File: config.mk
export PLATFORM = sky130hd
export DESIGN_NAME = clk_lock_rst_seq
export DESIGN_NICKNAME = d
export VERILOG_FILES = /design/src/rtl/clk_lock_rst_seq.sv
export SDC_FILE = /design/constraint.sdc
export NUM_CORES = 1
export LEC_CHECK = 0
export CAP_MARGIN = 20
export CORE_MARGIN = 2
export CORE_UTILIZATION = 30
export CTS_BUF_LIST = sky130_fd_sc_hd__clkbuf_4 sky130_fd_sc_hd__clkbuf_8
export DETAILED_ROUTE_END_ITERATION = 10
export SLEW_MARGIN = 20
export SYNTH_ARGS = -nofsm -noshare
export SYNTH_HDL_FRONTEND = slang
export SYNTH_SLANG_ARGS = --single-unit
File: constraint.sdc
create_clock -name bus_clk -period 2.9 [get_ports bus_clk]
set_input_delay 0.87 -clock bus_clk [delete_from_list [all_inputs] [get_ports bus_clk]]
set_output_delay 0.87 -clock bus_clk [all_outputs]
set_load 0.1 [all_outputs]
File: src/rtl/clk_lock_rst_seq.sv
// Staged reset sequencer for the bus clock domain, gated by a filtered PLL lock.
// Define RST_SEQ_AUTORELOCK_EN to restart after lock loss instead of latching FAULT.
module clk_lock_rst_seq #(
  parameter int NUM_STAGES = 3,
  parameter int HOLDOFF_W  = 16,
  parameter int STAGE_GAP  = 256,
  parameter int FILT_LEN   = 8
) (
  input  logic                  bus_clk,
  input  logic                  bus_rst_n,
  input  logic                  locked_in,
  input  logic                  force_rst,
  output logic [NUM_STAGES-1:0] rst_out,
  output logic                  ready,
  output logic [7:0]            lock_lost_cnt,
  output logic [1:0]            seq_state
);

  localparam int FW = $clog2(FILT_LEN + 1);
  localparam int GW = (STAGE_GAP > 1) ? $clog2(STAGE_GAP) : 1;
  localparam int KW = (NUM_STAGES > 1) ? $clog2(NUM_STAGES) : 1;

  typedef enum logic [1:0] {
    S_HOLD  = 2'd0,
    S_STAGE = 2'd1,
    S_READY = 2'd2,
    S_FAULT = 2'd3
  } state_t;

`ifdef RST_SEQ_AUTORELOCK_EN
  localparam state_t LOSS_STATE = S_HOLD;
`else
  localparam state_t LOSS_STATE = S_FAULT;
`endif

  localparam logic [KW-1:0] LAST    = KW'(NUM_STAGES - 1);
  localparam logic [GW-1:0] GAP_END = GW'(STAGE_GAP - 1);
  localparam logic [FW-1:0] F_FULL  = FW'(FILT_LEN);

  logic          sync1;
  logic          sync2;
  logic          samp;
  logic          lock_f;
  logic [FW-1:0] filt_cnt;

  // force_rst restarts acquisition exactly as if lock had just risen
  always_ff @(posedge bus_clk) begin
    if (!bus_rst_n || force_rst) begin
      sync1    <= 1'b0;
      sync2    <= 1'b0;
      samp     <= 1'b0;
      filt_cnt <= '0;
      lock_f   <= 1'b0;
    end else begin
      sync1 <= locked_in;
      sync2 <= sync1;
      samp  <= sync2;
      if (!samp) begin
        filt_cnt <= '0;
        lock_f   <= 1'b0;
      end else begin
        if (filt_cnt != F_FULL) filt_cnt <= filt_cnt + FW'(1);
        lock_f <= (filt_cnt == F_FULL);
      end
    end
  end

  state_t                state;
  state_t                state_nx;
  logic [HOLDOFF_W-1:0]  hold_cnt;
  logic [HOLDOFF_W-1:0]  hold_nx;
  logic [GW-1:0]         gap_cnt;
  logic [GW-1:0]         gap_nx;
  logic [KW-1:0]         stg;
  logic [KW-1:0]         stg_nx;
  logic [NUM_STAGES-1:0] rst_nx;
  logic [7:0]            lost_nx;
  logic                  loss;

  always_comb begin
    state_nx = state;
    hold_nx  = hold_cnt;
    gap_nx   = gap_cnt;
    stg_nx   = stg;
    rst_nx   = rst_out;
    lost_nx  = lock_lost_cnt;
    loss     = ((state == S_STAGE) || (state == S_READY)) && !lock_f;
    if (loss && (lock_lost_cnt != 8'hff)) lost_nx = lock_lost_cnt + 8'd1;
    if (force_rst || loss) begin
      state_nx = force_rst ? S_HOLD : LOSS_STATE;
      hold_nx  = '0;
      gap_nx   = '0;
      stg_nx   = '0;
      rst_nx   = '1;
    end else begin
      unique case (state)
        S_HOLD: begin
          if (!lock_f) begin
            hold_nx = '0;
          end else if (hold_cnt == '1) begin
            state_nx  = S_STAGE;
            hold_nx   = '0;
            rst_nx[0] = 1'b0;
          end else begin
            hold_nx = hold_cnt + HOLDOFF_W'(1);
          end
        end
        S_STAGE: begin
          if (stg == LAST) begin
            state_nx = S_READY;
          end else if (gap_cnt == GAP_END) begin
            gap_nx         = '0;
            stg_nx         = stg + KW'(1);
            rst_nx[stg_nx] = 1'b0;
            if (stg_nx == LAST) state_nx = S_READY;
          end else begin
            gap_nx = gap_cnt + GW'(1);
          end
        end
        S_READY: state_nx = S_READY;
        S_FAULT: state_nx = S_FAULT;
        default: state_nx = S_HOLD;
      endcase
    end
  end

  always_ff @(posedge bus_clk) begin
    if (!bus_rst_n) begin
      state         <= S_HOLD;
      hold_cnt      <= '0;
      gap_cnt       <= '0;
      stg           <= '0;
      rst_out       <= '1;
      ready         <= 1'b0;
      lock_lost_cnt <= '0;
    end else begin
      state         <= state_nx;
      hold_cnt      <= hold_nx;
      gap_cnt       <= gap_nx;
      stg           <= stg_nx;
      rst_out       <= rst_nx;
      ready         <= (rst_nx == '0);
      lock_lost_cnt <= lost_nx;
    end
  end

  assign seq_state = state;

endmodule

==> impl_results.md, run 1 <==
* Most frequent standard cell in the layout excluding fill and tap cells: sky130_fd_sc_hd__dfxtp_1
* Leading cell types in the layout, fill and taps excluded: 48 x sky130_fd_sc_hd__dfxtp_1, 28 x sky130_fd_sc_hd__nor2_1, 24 x sky130_fd_sc_hd__nand2_1
* Latest clock arrival within the worst-skew pair at approximately 0.3 ns
* Clk root buf: sky130_fd_sc_hd__clkbuf_8
* TritonCTS Buffers at 5
* Async set or reset register ratio after synthesis at 0%
* Final critical delay including setup and external delays at approximately 2.2 ns
* Power per unit of standard cell area at 410 nW/µm²
* Port Buffers at 17
* Worst-case vdd ir drop at roughly 190 µV
* DIE HEIGHT at a little over 90 µm
* Status: completed
* Count of boundary I/O pins at 18
* Routability congestion estimate from global placement at 0.752
* Crit start category: input pin
* Via count at about 1900
* Setup repair after global routing missed its margin: no
* Top layer used by detailed routing: met4
* WP data arrival at 2.38 ns
* Number of iterations in the first detailed-routing pass at 4
* Count of buffers added by post-CTS timing repair for setup at 0
* Fill cells at approximately 800
* Leading cell types by total area after synthesis: sky130_fd_sc_hd__dfxtp_1 41%, sky130_fd_sc_hd__ha_1 6.5%, sky130_fd_sc_hd__xnor2_1 6.0%, sky130_fd_sc_hd__nor2_1 4.5%, sky130_fd_sc_hd__nand2_1 3.9%
* Class of the tightest hold or removal check: reg -> reg
* Final Max Tran Viols at 0
* Area share of the leading cell type in the synthesized netlist at about two fifths
* Sum of met3 wire segment lengths after detailed routing at about 140 µm
* Worst-case clock skew at between 0.01 and 0.015 ns
* Number of global-route vias before repair at ~1800
* Syn Std Cell Area at approximately 2300 µm²
* Slew HR at 65.2%
* CTS clk-pin slew, worst paths at around 0.090 ns
* Area growth syn-to-layout at 15.5%
* Worst endpoint required time at 3.12 ns
* Sequential-to-total area share from yosys stat at roughly two fifths
* Number of antenna violations at the first check in global routing at 0
* Total number of placement rows at 32
* Total of flip-flops plus latches after synthesis at 48
* Number of synthesized flops with an enable pin at 0
* Max Clk Rate at 462 MHz
* Global routing usage summed across all routing layers at a little under an eighth
* Worst slew pin tran at ~0.5 ns
* Post-Route Setup TNS at 0 ns
* Buffer levels on the longest clock path at 2
* Remaining global-route overflow at 0
* H-tree depth at 2
* Largest net degree at the start of global routing at 16
* Count of final setup violators at 0
* Most used flip-flop cell after synthesis: sky130_fd_sc_hd__dfxtp_1
* Wire length per cell after detailed routing at 12.0 µm
* CTS tree: done
* Crit. End Element: flop
* Library cell occupying the most area in the post-synthesis netlist: sky130_fd_sc_hd__dfxtp_1
* Detailed-placement wirelength estimate at about 3.3 mm
* Leak Pwr at slightly below 0.9 nW
* Initial Utilization at 30.5%
* Gate Count Post-Synth at 267
* ANT cells at 0
* Portion of the clock cycle consumed by the worst path in the final layout at 74.6%
* Number of max-capacitance violations reported at 0
* Count of warnings emitted by yosys at 0
* Floorplan Core Area at 7610 µm²
* DRT met1 WL at 2.42 mm
* Vias per inst at just under 5
* Met2 WL at between 2 and 2.5 mm
* Clock Sinks at between 40 and 50
* Number of endpoints with negative hold slack in the final report at 0
* Number of nets in the synthesized netlist at about 280
* Final-stage net count at around 300
* Worst Setup Path Type: in -> reg
* Total Power Consumption at 1.10 mW
* Mean cell area of the mapped netlist at 8.69 µm²
* Netlist cell types at 41
* Max FO, Critical Path at 11
* Antenna violation net count after detailed routing at 0
* Total DRC errors in the routed layout at 0
* Die Outline Area at between 8000 and 9000 µm²
* Fraction of final layout cells with drive strength greater than 1 at a little under an eighth
* Total detailed-routing wirelength at roughly 4.7 mm
* Post-cts resize count at 0
* Count of hold buffers inserted by post-cts repair at 0
* Detailed Route Iter0 Violations at around 110
* First-pass GRT wire length at a little over 8 mm
* Horizontal extent of the die at 92.0 µm
## state kept, by name, indices dropped and copies added, names as in the netlist
register and cells:
hold_cnt 16, gap_cnt 8, lock_lost_cnt 8, filt_cnt 4
rst_out 3, seq_state 2, stg 2, lock_f 1
ready 1, samp 1, sync1 1, sync2 1
## critical path: stages
cell	delay (ns)
sky130_fd_sc_hd__clkdlybuf4s50_1	0.65
sky130_fd_sc_hd__nand2b_1	0.13
sky130_fd_sc_hd__nor2_1	0.31
sky130_fd_sc_hd__a31oi_1	0.15
sky130_fd_sc_hd__nor4_1	0.27
## logic make-up after synthesis
logic type	share of synthesized area, %
buffers and inverters	3.23
XOR/XNOR	7.92
AO/OA/AOI/OAI	12.2
multiplexers	1.78
AND/OR/NAND/NOR	27.0
adder cells (fa/ha/maj)	6.47
flip-flops	41.4
## power by group
| part | total (mW) | internal [mW] | leakage (nW) | switching (mW) |
|---|---|---|---|---|
| clock | 0.424 | 0.203 | 0.0479 | 0.221 |
| combinational | 0.0170 | 0.00780 | 0.457 | 0.00916 |
| sequential | 0.659 | 0.659 | 0.387 | 0.000195 |
| total | 1.10 | 0.870 | 0.892 | 0.230 |
## cell usage after synthesis, drive strengths merged (2+ instances only)
master and number:
a2111oi 2, a21boi 2, a21oi 10, a31oi 4
and2 8, clkbuf 6, dfxtp 48, ha 12
inv 14, mux2i 3, nand2 24, nand2b 5
nand3 12, nand4 9, nor2 28, nor2b 6
nor3 10, nor4 6, o211ai 4, o21ai 10
o221a 3, o31ai 2, or3 4, or4 2
xnor2 16, xor2 5
## per-layer routing
layer  track usage, %  vias up
met5                0        -
met4             3.73        0
met3             3.20        6
met2             18.1       24
met1             16.0      896
li1                 -      980
## stage by stage
| stage | instances | hold slack, ns | instance area (µm²) | util (%) | setup slack (ns) |
|---|---|---|---|---|---|
| floorplan | 267 | 0.406 | 2320 | - | 0.426 |
| global placement | 383 | 0.416 | 2580 | 34.0 | 0.476 |
| detailed placement | 383 | 0.417 | 2580 | 34.0 | 0.379 |
| CTS | 391 | 0.449 | 2680 | 35.2 | 0.721 |
| global route | 391 | 0.477 | 2680 | 35.2 | 0.571 |
| finish | 391 | 0.441 | 2680 | 35.2 | 0.737 |
## layout make-up
type	instances	area [µm²]	area share (%)
clock buffer	7	90.1	3.36
multi-input combinational	199	1280	47.9
timing repair buffer	20	158	5.88
clock inverter	1	7.51	0.280
tap	102	128	4.76
sequential	48	961	35.8
inverter	14	52.6	1.96
## worst paths after layout
| kind | cells past startpoint | start | endpoint | slack [ns] |
|---|---|---|---|---|
| max | 5 | bus_rst_n | ready | 0.74 |
| min | 1 | sync1 | sync2 | 0.44 |
| max reg2reg | 6 | stg[0] | rst_out[0] | 0.80 |
| min reg2reg | 1 | sync1 | sync2 | 0.44 |
(Power assumes the default switching activity.)
==> run 2: changes to the inputs <==
==> constraint.sdc (replaced) <==
create_clock -name bus_clk -period 1.9 [get_ports bus_clk]
set_input_delay 0.57 -clock bus_clk [delete_from_list [all_inputs] [get_ports bus_clk]]
set_output_delay 0.57 -clock bus_clk [all_outputs]
set_load 0.1 [all_outputs]
==> run 2 against run 1 <==
Sequential cell count unchanged. Routed wire length up 1.1%. Clock skew shrank 0.0037 ns. Design area is 12% higher. Non-clock buffer count grew 13. Sequential share of layout area fell by 3.1 points. Core utilization is 4.2 points higher. Critical path depth unchanged. Total power up 53%. Hold slack lost 0.0073 ns. Via count grew 1.2%. Global-route usage is 0.46 points higher. Critical path type is now reg -> reg. Highest routed layer unchanged.
==> impl_results.md, run 2 (synthesis results as in run 1) <==
* Vias per inst at 4.77 (-2.1%)
* Cell with the largest stage delay on the worst path: sky130_fd_sc_hd__nor4_1
* Final critical delay including setup and external delays at roughly 1.8 ns
* Combinational group share of total power at 1.7% (+0.2 points)
* Switching power as a share of total power at 20.4% (-0.53 points)
* Power per unit of standard cell area at 563 nW/µm² (+37%)
* CTS clk-pin slew, worst paths at 0.09 ns (about the same)
* Antenna violation net count after detailed routing at 0 (unchanged)
* Portion of the clock cycle consumed by the worst path in the final layout at 94.9%
* Sequential cell fraction of total power at 59.5% (-0.4 points)
* Post-Route Setup TNS at 0 ns (unchanged)
* Worst-case vdd ir drop at 341 µV (+76%)
* Register containing the most flip-flops in the final layout: hold_cnt
* Detailed Route Iter0 Violations at 94 (-13%)
* Crit start category: flop
* Class of the tightest hold or removal check: reg -> reg
* Status: completed
* Die Outline Area at 8460 µm² (unchanged)
* Leading cell types in the layout, fill and taps excluded: 35 x sky130_fd_sc_hd__dfxtp_1, 28 x sky130_fd_sc_hd__nor2_1, 24 x sky130_fd_sc_hd__nand2_1
* Clock group share of total power at 38.8% (+0.3 points)
* Max reg flops at 16 (unchanged)
* Worst endpoint required time at 2.09 ns (-1.03 ns)
* Total detailed-routing wirelength at 4.73 mm (+1.1%)
* Worst slew pin tran at 0.480 ns (-0.0293 ns)
* Remaining global-route overflow at 0 (unchanged)
* WP data arrival at 1.99 ns (-0.39 ns)
* Final Max Tran Viols at 0 (unchanged)
* Floorplan Core Area at 7610 µm² (unchanged)
* Detailed-placement wirelength estimate at 3.56 mm (+6.5%)
* Crit. End Element: flop
* Number of max-capacitance violations reported at 0 (unchanged)
* Crit path cell chain: nand4_2, buf_4, nor4_1, nor2_1, or3_1
* Total Power Consumption at 1.69 mW (+53%)
* Largest stage delay on the critical path at 0.47 ns (-0.18 ns)
* Latest clock arrival within the worst-skew pair at 0.30 ns (about the same)
* Final hold slack at 0.434 ns (-0.00734 ns)
* Worst Setup Path Type: reg -> reg
* Worst-case clock skew at 0.00684 ns (-0.00369 ns)
* ANT cells at 0 (unchanged)
* Number of iterations in the first detailed-routing pass at 4 (unchanged)
* Finished Cell Area at 3000 µm² (+12%)
* Final-stage net count at 317 (+4.3%)
* Max FO, Critical Path at 12 (+1)
* TritonCTS Buffers at 5 (unchanged)
* Wire length per cell after detailed routing at 11.7 µm (-2.2%)
* Net load switching power at 0.343 mW (+49%)
* Initial Utilization at 30.5% (unchanged)
* Pint at 1.34 mW (+54%)
* Port Buffers at 17 (unchanged)
* Routability congestion estimate from global placement at 0.765 (+1.7%)
* Leak Pwr at 1.01 nW (+13%)
* Final core area utilization at 39.4% (+4.2 points)
* Clock Sinks at 48 (unchanged)
* Number of endpoints with negative hold slack in the final report at 0 (unchanged)
* First-pass GRT wire length at 8.46 mm (+2.9%)
* Clk root buf: sky130_fd_sc_hd__clkbuf_8
* Area growth syn-to-layout at 29.2%
* Buffer levels on the longest clock path at 2 (unchanged)
* Total DRC errors in the routed layout at 0 (unchanged)
* Most frequent standard cell in the layout excluding fill and tap cells: sky130_fd_sc_hd__dfxtp_1
* Count of boundary I/O pins at 18 (unchanged)
* Fraction of final layout cells with drive strength greater than 1 at 21.2% (+9.4 points)
* Cell area reported after detailed placement at 2860 µm² (+11%)
* Top flop regs: hold_cnt x16, gap_cnt x8, lock_lost_cnt x8
* Horizontal extent of the die at 92.0 µm (unchanged)
* Slew HR at 67.7% (+2.5 points)
* Count of final setup violators at 0 (unchanged)
* H-tree depth at 2 (unchanged)
* Global routing usage summed across all routing layers at 12.2% (+0.46 points)
* Max Clk Rate at roughly 550 MHz
* Number of antenna violations at the first check in global routing at 0 (unchanged)
* CTS tree: done
* Number of global-route vias before repair at 1835 (+3.6%)
* Via count at 1928 (+1.2%)
* Total number of placement rows at 32 (unchanged)
* Gate family responsible for the most delay along the worst path: simple AND/OR/NAND/NOR gates
* DIE HEIGHT at 92.0 µm (unchanged)
* Critical path buffer and inverter count at 1 (unchanged)
* Largest net degree at the start of global routing at 16 (unchanged)
## run 2: cell count changes in the layout (fill, tap and decap cells not counted), sizes merged
| cell | delta |
|---|---|
| buf | +13 |
| clkbuf | +1 |
| clkinvlp | -1 |
## run 2: metal layers
| metal | GRT usage (%) | part of all wire [%] |
|---|---|---|
| met1 | 16.7 | 51 |
| met3 | 2.96 | 3.1 |
| met4 | 3.73 | 1.2 |
| met5 | 0 | 0 |
| met2 | 19.1 | 45 |
## run 2: power by group through the flow
stage               Clock, mW  Sequential (mW)  Combinational, mW
floorplan                   0             1.03             0.0128
global placement            0             1.03             0.0296
detailed placement          0             1.03             0.0298
CTS                     0.680             1.00             0.0300
global route            0.712             1.00             0.0325
finish                  0.654             1.00             0.0294
## run 2: timing repair
action,4_1_cts,5_1_grt
resized for setup,0,12
endpoints found under the setup margin,0,10
hold buffers,0,0
setup buffers,0,2
## run 2: area by class of cell
class                   count  area, µm²
well taps                 102        128
clock buffers               8       97.6
multi-input cells         199       1300
inverters                  14       52.6
flip-flops and latches     48        982
fillers                   776       4610
repair buffers             33        434
## run 2: final timing paths
check | startpoint | to | slack [ns] | cells after the start
hold / removal | sync2 | samp | 0.43 | 1
setup / recovery | hold_cnt[2] | rst_out[0] | 0.1 | 5
setup reg to reg | hold_cnt[2] | rst_out[0] | 0.1 | 5
hold reg to reg | sync2 | samp | 0.43 | 1
## run 2: through the flow
step                      worst slack (ns)  cells
after detailed placement           -0.0298    394
after CTS                           0.0673    402
after global placement              0.0620    394
after floorplan                   -0.00755    267
final                               0.0961    404
after global routing               -0.0395    404
==> run 3: changes to the inputs <==
--- a/config.mk
+++ b/config.mk
@@ -7,9 +7,10 @@
 export LEC_CHECK = 0
 export CAP_MARGIN = 20
 export CORE_MARGIN = 2
-export CORE_UTILIZATION = 30
+export CORE_UTILIZATION = 54
 export CTS_BUF_LIST = sky130_fd_sc_hd__clkbuf_4 sky130_fd_sc_hd__clkbuf_8
 export DETAILED_ROUTE_END_ITERATION = 10
+export PLACE_DENSITY = 0.78
 export SLEW_MARGIN = 20
 export SYNTH_ARGS = -nofsm -noshare
 export SYNTH_HDL_FRONTEND = slang
==> run 3 against run 2 <==
Via count is 2.4% higher. Count of clock-buffer cells in the layout shrank 3. Sequential power is essentially flat. Non-clock buffer count shrank 1. Register-to-register slack about the same. Sequential share of layout area rose by 0.39 points. Hold slack better by 0.019 ns. Clock skew rose by 0.0062 ns. Critical path depth increased by 1. Sequential cell count unchanged. Critical endpoint is now lock_lost_cnt[4]. Largest power group unchanged.
==> impl_results.md, run 3 (synthesis results as in run 1) <==
* Status: completed
* Die Outline Area at 4840 µm² (-43%)
* Max reg flops at 16 (unchanged)
* Fraction of final layout cells with drive strength greater than 1 at 19.9% (-1.3 points)
* H-tree depth at 2 (unchanged)
* Total detailed-routing wirelength at 4.71 mm (-0.57%)
* Placed insts at 343 (-13%)
* Count of boundary I/O pins at 18 (unchanged)
* Setup ws final at 0.0877 ns (-0.00838 ns)
* Worst slew pin tran at 0.528 ns (+0.0486 ns)
* Floorplan Core Area at 4060 µm² (-47%)
* Routability congestion estimate from global placement at 0.866 (+13%)
* Crit start category: flop
* Net load switching power at 0.360 mW (+4.9%)
* First-pass GRT wire length at 8.22 mm (-2.8%)
* Setup repair after global routing missed its margin: no
* Clock group share of total power at 41.5% (+2.7 points)
* Cell with the largest stage delay on the worst path: sky130_fd_sc_hd__a2111oi_1
* Pint at 1.41 mW (+4.8%)
* Reg2Reg Depth at 6 (+1)
* Number of global-route vias before repair at 1801 (-1.9%)
* Top flop regs: hold_cnt x16, gap_cnt x8, lock_lost_cnt x8
* Final hold slack at 0.453 ns (+0.0194 ns)
* Worst-case clock skew at 0.0131 ns (+0.00624 ns)
* Portion of the clock cycle consumed by the worst path in the final layout at 95.4% (+0.44 points)
* CTS tree: done
* Final std cells w/o fill at 351 (-13%)
* Global routing usage summed across all routing layers at 20.8% (+8.6 points)
* DIE HEIGHT at 69.6 µm (-24%)
* R2R Path End: lock_lost_cnt[4]
* Vias per inst at 5.63 (+18%)
* Final-stage net count at 316 (-0.32%)
* Worst-case vdd ir drop at 410 µV (+20%)
* Flop-to-flop setup slack at 0.09 ns (about the same)
* Total Power Consumption at 1.77 mW (+4.9%)
* Max Clk Rate at 552 MHz (-0.46%)
* Hold path depth at 1 (unchanged)
* Remaining global-route overflow at 0 (unchanged)
* Number of endpoints with negative hold slack in the final report at 0 (unchanged)
* Port Buffers at 17 (unchanged)
* Clk root buf: sky130_fd_sc_hd__clkbuf_8
* Buffer levels on the longest clock path at 2 (unchanged)
* ANT cells at 0 (unchanged)
* Max FO, Critical Path at 5 (-7)
* WP data arrival at 2.01 ns (+0.02 ns)
* Power per unit of standard cell area at 598 nW/µm² (+6.4%)
* Crit. End Element: flop
* Detailed Route Iter0 Violations at 115 (+22%)
* Initial Utilization at 57.2% (+27 points)
* Worst endpoint required time at 2.10 ns (about the same)
* Class of the tightest hold or removal check: reg -> reg
* Launch point of the worst hold path: sync1
* Worst Setup Path Type: reg -> reg
* Most frequent standard cell in the layout excluding fill and tap cells: sky130_fd_sc_hd__dfxtp_1
* Area growth syn-to-layout at 27.3%
* Crit path cell chain: inv_1, ha_1, nand2b_1, a2111oi_1, xnor2_1, nor2b_1
* Setup WS pre-CTS at -0.00467 ns (+0.0251 ns)
* Count of final setup violators at 0 (unchanged)
* Register containing the most flip-flops in the final layout: hold_cnt
* Detailed-placement wirelength estimate at 3.52 mm (-1.1%)
* Final critical delay including setup and external delays at 1.81 ns (+0.00838 ns)
* Via count at 1975 (+2.4%)
* Worst hold path endpoint: sync2
* Slew HR at 64.4% (-3.3 points)
* Antenna violation net count after detailed routing at 0 (unchanged)
* Horizontal extent of the die at 69.6 µm (-24%)
* Final Max Tran Viols at 0 (unchanged)
* TritonCTS Buffers at 5 (unchanged)
* CTS clk-pin slew, worst paths at 0.09 ns (about the same)
* Largest stage delay on the critical path at 0.50 ns (+0.03 ns)
* Leading cell types in the layout, fill and taps excluded: 37 x sky130_fd_sc_hd__dfxtp_1, 27 x sky130_fd_sc_hd__nor2_1, 24 x sky130_fd_sc_hd__nand2_1
* Number of antenna violations at the first check in global routing at 0 (unchanged)
* Switching power as a share of total power at 20.4% (about the same)
* Latest clock arrival within the worst-skew pair at 0.31 ns (about the same)
* Post-Route Setup TNS at 0 ns (unchanged)
* Clock Sinks at 48 (unchanged)
* Total number of placement rows at 23 (-28%)
* Worst reg2reg startpoint: seq_state[0]
* Count of hold buffers inserted by post-cts repair at 0 (unchanged)
* Wire length per cell after detailed routing at 13.4 µm (+14%)
* Largest net degree at the start of global routing at 16 (unchanged)
* Leak Pwr at 1.03 nW (+2.0%)
* Number of iterations in the first detailed-routing pass at 5 (+1)
* Combinational group share of total power at 1.8% (about the same)
* Number of max-capacitance violations reported at 0 (unchanged)
* Sequential cell fraction of total power at 56.7% (-2.8 points)
* Total DRC errors in the routed layout at 0 (unchanged)
## run 3: worst max-delay path by stage
stage                            start          endpoint  slack (ns)
final                     seq_state[0]  lock_lost_cnt[4]        0.09
after global routing      seq_state[0]  lock_lost_cnt[4]       0.003
after CTS                 seq_state[0]             ready        0.05
after detailed placement     bus_rst_n             ready      -0.005
after global placement       force_rst             ready        0.07
after floorplan           seq_state[1]  lock_lost_cnt[7]      -0.008
## run 3: worst max-delay path: cells and delay by family (launching register included)
kind / cells / cell delay (ns)
compound gates: 1 / 0.50
flops: 1 / 0.39
fa+ha+maj: 1 / 0.37
simple gates: 2 / 0.20
xor+xnor: 1 / 0.18
buf+inv: 1 / 0.07
## run 3: metrics by stage
stage	utilization (%)	area, µm²
after floorplan	-	2340
after global placement	69.0	2800
after detailed placement	69.0	2800
after CTS	71.8	2910
after global routing	72.8	2960
final	72.8	2960
## run 3: timing repair
item                       4_1_cts  5_1_grt
setup buffers                    0        0
setup endpoints to repair        1       15
gates resized for setup          1        9
## run 3: area by class of cell
cell class / instances / area, µm²
clock buffer: 5 / 68.8
inverter: 14 / 52.6
sequential: 48 / 980
fill: 285 / 1100
timing repair buffer: 32 / 423
tap: 50 / 62.6
multi-input combinational: 199 / 1330
clock inverter: 3 / 42.5
## run 3: power groups by stage
stage	clock, mW	sequential [mW]	combinational [mW]
6_report	0.734	1.00	0.0315
3_3_place_gp	0	1.03	0.0289
4_1_cts	0.751	1.00	0.0296
2_1_floorplan	0	1.03	0.0128
3_5_place_dp	0	1.03	0.0295
5_1_grt	0.791	1.00	0.0347
## run 3: routing by layer
metal	vias up	GRT usage, %	wire, µm	share of wire [%]
li1	1005	-	-	-
met1	938	27.7	2240	48
met2	25	34.0	2250	48
met3	7	4.65	157	3.3
met4	0	5.88	56	1.2
met5	-	0	0	0
